==> config.mk <==
export PLATFORM = sky130hd
export DESIGN_NAME = fp_norm_pack
export DESIGN_NICKNAME = d
export VERILOG_FILES = /design/src/rtl/fp_norm_pack.sv
export SDC_FILE = /design/constraint.sdc
export NUM_CORES = 1
export LEC_CHECK = 0
export ABC_AREA = 1
export CAP_MARGIN = 20
export CORE_MARGIN = 1
export CORE_UTILIZATION = 59
export CTS_CLUSTER_DIAMETER = 100
export CTS_CLUSTER_SIZE = 40
export DETAILED_ROUTE_END_ITERATION = 8
export PLACE_DENSITY = 0.84
export SYNTH_ARGS = -nofsm -noshare
export SYNTH_HDL_FRONTEND = slang
export SYNTH_SLANG_ARGS = --single-unit
==> constraint.sdc <==
create_clock -name CLK -period 3.9 [get_ports CLK]
set_input_delay 0.78 -clock CLK [delete_from_list [all_inputs] [get_ports CLK]]
set_output_delay 0.78 -clock CLK [all_outputs]
set_load 0.005 [all_outputs]
==> src/rtl/fp_norm_pack.sv <==
// FP adder final stage: leading-one normalise, exponent adjust, zero/denormal/special packing.
// Two registered stages (2 enabled cycles); EN=0 freezes both stages, valid bits included.
module fp_norm_pack #(
  parameter int MW  = 24,
  parameter int EW  = 8,
  parameter int LZW = 5
) (
  input  logic          CLK,
  input  logic          RST_N,
  input  logic          EN,
  input  logic          IN_VALID,
  input  logic          AS1,
  input  logic          BS1,
  input  logic          E1,
  input  logic [MW-1:0] Z1,
  input  logic [EW-1:0] ZE1,
  input  logic          ZS1,
  output logic          OUT_VALID,
  output logic [31:0]   RESULT,
  output logic          UNDERFLOW
);

  logic [LZW-1:0] lz_c;

  logic           s1_vld;
  logic           s1_as;
  logic           s1_bs;
  logic           s1_e;
  logic [MW-1:0]  s1_z;
  logic [EW-1:0]  s1_ze;
  logic           s1_zs;
  logic [LZW-1:0] s1_lz;
  logic           s1_zf;

  logic           lt_c;
  logic [EW-1:0]  lz_ext_c;
  logic [EW-1:0]  sh_c;
  logic [EW-1:0]  amt_c;
  logic [MW-1:0]  zsh_c;
  logic [EW-1:0]  exp_c;
  logic [31:0]    res_c;
  logic           uf_c;

  // Ascending scan: the last hit is the highest set bit. Z1==0 yields MW-1.
  always_comb begin
    lz_c = LZW'(MW - 1);
    for (int i = 0; i < MW; i++) begin
      if (Z1[i]) lz_c = LZW'(MW - 1 - i);
    end
  end

  always_ff @(posedge CLK) begin
    if (!RST_N) begin
      s1_vld <= 1'b0;
      s1_as  <= 1'b0;
      s1_bs  <= 1'b0;
      s1_e   <= 1'b0;
      s1_z   <= '0;
      s1_ze  <= '0;
      s1_zs  <= 1'b0;
      s1_lz  <= '0;
      s1_zf  <= 1'b0;
    end else if (EN) begin
      s1_vld <= IN_VALID;
      s1_as  <= AS1;
      s1_bs  <= BS1;
      s1_e   <= E1;
      s1_z   <= Z1;
      s1_ze  <= ZE1;
      s1_zs  <= ZS1;
      s1_lz  <= lz_c;
      s1_zf  <= (Z1 == '0);
    end
  end

  assign lz_ext_c = {{(EW-LZW){1'b0}}, s1_lz};
  assign lt_c     = lz_ext_c < s1_ze;
  assign sh_c     = (s1_ze == '0) ? '0 : s1_ze - EW'(1);
  // Denormal shift stops at exponent 1's position; it never exceeds lz, so no set bit is lost.
  assign amt_c    = lt_c ? lz_ext_c : sh_c;
  assign zsh_c    = s1_z << amt_c;
  assign exp_c    = s1_ze - lz_ext_c;

  always_comb begin
    res_c = '0;
    uf_c  = 1'b0;
    if (s1_e) begin
      res_c = {s1_zs, {EW{1'b1}}, s1_z[MW-2:0]};
    end else if (s1_zf) begin
      res_c = {((s1_as == s1_bs) ? s1_as : 1'b0), 31'b0};
    end else if (lt_c) begin
      res_c = {s1_zs, exp_c, zsh_c[MW-2:0]};
    end else begin
      res_c = {s1_zs, {EW{1'b0}}, zsh_c[MW-2:0]};
      uf_c  = 1'b1;
    end
  end

  always_ff @(posedge CLK) begin
    if (!RST_N) begin
      OUT_VALID <= 1'b0;
      RESULT    <= '0;
      UNDERFLOW <= 1'b0;
    end else if (EN) begin
      OUT_VALID <= s1_vld;
      RESULT    <= res_c;
      UNDERFLOW <= uf_c;
    end
  end

endmodule

# Word level (Yosys, flattened, before mapping)
# Index checks and enable logic that the tools add are counted.
dict set report totals {
  regBits 77
  inputBits 40
  output_inout_bits 34
  elab_cells 51
}
dict set report classes {
  add_sub_neg 2
  n_lt_le_gt_ge 1
  n_eq_ne 1
  n_shift 1
  muxes 32
  n_reduce_logical 2
}
# cell count
set op_table {}
lappend op_table {{two-way mux 5 bit} 22}
lappend op_table {{two-way mux 32 bit} 2}
lappend op_table {{two-way mux 31 bit} 1}
lappend op_table {{zero test 24 bit} 1}
lappend op_table {{<< shifter 24 x 8 -> 23 bit} 1}
lappend op_table {{two-way mux 8 bit} 2}
lappend op_table {{zero test 8 bit} 1}
lappend op_table {{less-than comparator 5 x 8 -> 1 bit} 1}
lappend op_table {{subtractor 8 x 1 -> 8 bit (second input constant)} 1}
lappend op_table {{subtractor 8 x 5 -> 8 bit} 1}
lappend op_table {{two-way mux 1 bit} 5}
lappend op_table {{equality test 1 bit} 1}

# Logic depth before layout (Yosys ltp)
dict set report depth {
  word_depth 23
  depth_mapped 24
  depth_no_buf 24
}

# Worst setup path after synthesis
# OpenSTA, ideal clock, no wires.
dict set report synth_timing {
  kind {reg-to-reg}
  startpoint {register s1_ze[0]}
  endpoint {register RESULT[14]}
  setup_ns 0.116
  arrival_ns 2.529
  required_ns 3.784
  slack_ns 1.255
  stages_incl_launch_ff 23
  path_buffers 2
  synth_period_minus_slack_ns 2.645
  cell_sequence {dfxtp_1 -> inv_1 -> ha_1 -> inv_1 -> fa_1 -> nand3_2 -> nand2_2 -> nand2_2 -> nand3_4 -> nand2_8 -> nand3_2 -> nand2_4 -> inv_4 -> buf_8 -> buf_12 -> nand2_2 -> nand2_2 -> nand3_2 -> nand3_1 -> nand3_1 -> o211ai_2 -> o211ai_1 -> inv_1}
}
dict set report synth_via {
  elab_chain_len 7
  elab_cells_between_ends 9
  classes_between {add/sub: 1; order compare: 1; shift: 1; mux: 5; reduce/logical: 1}
}
# item line_no
set synth_rtl {}
lappend synth_rtl {{start: declaration} 30} ;# logic [EW-1:0] s1_ze;
lappend synth_rtl {{start signal: assignment} 59} ;# s1_ze <= '0;
lappend synth_rtl {{start signal: assignment} 69} ;# s1_ze <= ZE1;
lappend synth_rtl {{subtractor 8 x 1 -> 8 bit / zero test 8 bit (equally long branches)} 78} ;# assign sh_c = (s1_ze == '0) ? '0 : s1_ze - EW'(1);
lappend synth_rtl {{two-way mux 8 bit} 78}
lappend synth_rtl {{two-way mux 8 bit *} 80} ;# assign amt_c = lt_c ? lz_ext_c : sh_c;
lappend synth_rtl {{<< shifter 24 x 8 -> 23 bit *} 81} ;# assign zsh_c = s1_z << amt_c;
lappend synth_rtl {{two-way mux 31 bit *} 91} ;# end else if (lt_c) begin
lappend synth_rtl {{two-way mux 32 bit *} 89} ;# end else if (s1_zf) begin
lappend synth_rtl {{two-way mux 32 bit *} 87} ;# if (s1_e) begin
lappend synth_rtl {{end signal: assignment} 106} ;# RESULT <= res_c;
lappend synth_rtl {{end: declaration} 19} ;# output logic [31:0] RESULT,
# Every way passes the cells marked *; elsewhere a longest branch is shown, timed or not.
# A chain may end at the register's enable or synchronous reset.

# Worst setup path in the final report
dict set report layout_timing {
  startpoint {register s1_ze[0]}
  endpoint {register RESULT[20]}
}
# The elaborated chain is that of the path after synthesis.

==> flow_summary.toml <==
[power_and_ir_drop]
power.internal_uw = 1420
switching_share_pct = 40.9
p_leak_uw = 0.00242
clock_power_share_pct = 24.0
switchingPower_uw = 981
seqPwrFrac_pct = 37.1
power.combinational.fraction_pct = 38.8
power.density_mw_per_mm2 = 421
vdd_ir_drop_max_uv = 263

[cts]
cts_setup_buffers = 0
hold_buffers = 0
clock_latency_ns = 0.36
clkSlewWorstSetupHoldPaths_ns = 0.09
cts_made_buffers = 9
cts_resized = 0
cts_num_sinks = 76
clk_path_buf_depth = 2
ctsHtreeMaxLevel = 3
cts-root-buf = "clkbuf_8"
cts_tree = "built"

[grt]
grt_pass1_wl_um = 24400
grtUsageTotal_pct = 36.1
grt_max_degree = 85
grt_pass1_vias = 4999
grt_overflow = 0
antenna_found_initial = 0

[critical_path]
worstReg2RegStart = "s1_ze[0]$_SDFFE_PN0P_"
cp-start-kind = "register"
end_kind = "register"
path_max_fanout = 25
cp_cell_sequence = "inv_1, ha_1, inv_1, fa_1, nand3_2, nand2_2, nand2_2, nand3_4, nand2_8, nand3_2, nand2_4, inv_2, o21ai_0, nand2_1, o211ai_1, nand3_1, nand3_1, nand2_1, a21oi_1"
slowest_delay_ns = 0.41
critical_path.slowest_cell = "fa_1"
worst-path-buf-inv = 3
crit_start = "s1_ze[0]$_SDFFE_PN0P_"
crit_family = "simple AND/OR/NAND/NOR gates"
ff2ff_setup_slack_ns = 0.63
ff2ff_path_depth = 19
cp.arrival_ns = 3.56
cp_num_cells = 19
rr_endpoint = "RESULT[20]$_SDFFE_PN0P_"
crit_end = "RESULT[20]$_SDFFE_PN0P_"
path_class = "reg2reg"
cp_data_required_time_ns = 4.19

[timing]
slew_headroom_pct = 33.3
drv_slew = 0
setup_viol = 0
hold_viol = 0
grt_setup_unrepaired = "no"
fin_skew_ns = 0.0106
finalSetupTns_ns = 0
fmax_ghz = 0.306
whs_ns = 0.465
min_period_over_period_pct = 83.8
tightest_slew_ns = 1.00
post-route-min-period_ns = 3.27

[placement]
gp_congestion = 1.01
io_buffer_count = 73
place_area_mm2 = 0.00552
hpwl_um = 10700

[yosys]
synth.distinct_cells = 47
ys_seq_elements = 76
ys_seq_area_share_pct = 31.5
synth_edf_count = 0
synthFlopType = "dfxtp_1"
async_flop_share_pct = 0
syn_area_per_cell_um2 = 6.70
yosys_warnings = 0
synth_nets = 769
synth_area_mm2 = 0.00483
synthCells = 721

[detailed_routing]
drt_iter0_drc = 520
dr.pass1.iters = 6
routed_wl_um = 14700
viasPerCell = 6.04
route.detailed.drc = 0
vias = 5300
antenna_left = 0
wl_per_cell_um = 16.8

[finish]
final_cell_mix = "nand2_1, a21oi_1, nand3_1, dfxtp_1"
nFillCells = 607
drive_gt1_share_pct = 10.7
layout.nets = 818
multi_input_area_mm2 = 0.00286
final_area_mm2 = 0.00570
final_common_cell = "nand2_1"
register_area_mm2 = 0.00152
area_growth_pct = 18.0
n_antenna_cell = 0

[floorplanning]
start_util_pct = 61.9
coreArea_mm2 = 0.00781
die_w_um = 92.5
die_h_um = 92.5
dieArea_mm2 = 0.00855
pin_count = 74
std_cell_rows = 32

[run_status]
status = "finished clean"

[flow_run]
drv_cap = 0

[min_path]
worstHoldPathType = "reg2reg"
==> worst min-delay path by stage <==
stage / from / endpoint / slack (ns) / cells after the start
detailed placement: s1_zs$_SDFFE_PN0P_ / s1_zs$_SDFFE_PN0P_ / 0.45 / 2
floorplan: s1_zs$_SDFFE_PN0P_ / s1_zs$_SDFFE_PN0P_ / 0.43 / 2
finish: s1_zs$_SDFFE_PN0P_ / s1_zs$_SDFFE_PN0P_ / 0.46 / 2
global placement: s1_zs$_SDFFE_PN0P_ / s1_zs$_SDFFE_PN0P_ / 0.44 / 2
CTS: s1_zs$_SDFFE_PN0P_ / s1_zs$_SDFFE_PN0P_ / 0.47 / 2
global route: s1_lz[4]$_SDFFE_PN0P_ / s1_lz[4]$_SDFFE_PN0P_ / 0.49 / 2
==> cells by family (layout without fill, tap and decap cells) <==
group	count (synthesis)	in the layout	synth area share, %
simple gates	328	328	32.6
compound gates	196	196	22.8
buf+inv	104	158	9.25
flops	76	76	31.5
xor+xnor	9	9	1.63
fa+ha+maj	8	8	2.23
==> area by class of cell <==
type | count | area share (%)
inverters | 63 | 4.19
clock inverters | 7 | 1.03
well taps | 102 | 2.24
repair buffers | 79 | 13.4
clock buffers | 9 | 2.17
multi-input cells | 541 | 50.2
flip-flops and latches | 76 | 26.7
==> flip-flops by register name, summed over array words and instances, names as in the netlist <==
register	flops
s1_bs	1
s1_as	1
s1_lz	5
s1_zf	1
s1_ze	8
s1_z	23
s1_vld	1
OUT_VALID	1
RESULT	32
UNDERFLOW	1
s1_zs	1
s1_e	1
==> per-layer routing <==
layer  track usage, %  wire, um  vias up
met5             5.13        51        -
met4             14.7       436        2
met3             6.73      1500       43
met2             55.6      6440      335
met1             49.2      6300     2385
li1                 -         -     2535
==> worst min-delay path, stage by stage (launching register included) <==
cell and delay (ns):
dfxtp_1 0.31, inv_1 0.06, a21oi_1 0.06
==> power groups by stage <==
| stage | sequential [uW] | clock, uW | combinational (uW) |
|---|---|---|---|
| floorplan | 893 | 0 | 651 |
| global placement | 902 | 0 | 900 |
| detailed placement | 906 | 0 | 901 |
| CTS | 888 | 575 | 907 |
| global route | 897 | 611 | 1020 |
| finish | 890 | 576 | 931 |
==> synth_stat cells, drive strengths merged (2+ instances only) <==
cell type	count	area share, %
inv	61	4.8
ha	7	1.8
o22ai	3	0.93
a31oi	5	0.65
o211ai	12	2.0
dfxtp	76	31
clkbuf	24	1.9
a211oi	2	0.31
o21ai	80	8.8
nand3	101	12
xor2	8	1.5
nand4	7	0.91
nand2	175	15
a21oi	91	9.7
buf	17	2.4
nor2	39	3.5
nor3	3	0.41
clkinv	2	0.16
==> per-stage QoR <==
step                setup slack, ns  total power (uW)  instances  utilization (%)
global route                  0.380              2530        877             73.0
floorplan                      1.25              1540        721                -
detailed placement            0.730              1810        861             70.7
CTS                           0.696              2370        877             73.0
global placement              0.845              1800        861             70.7
finish                        0.630              2400        877             73.0
Note: power is estimated with default switching activity, not from simulation.
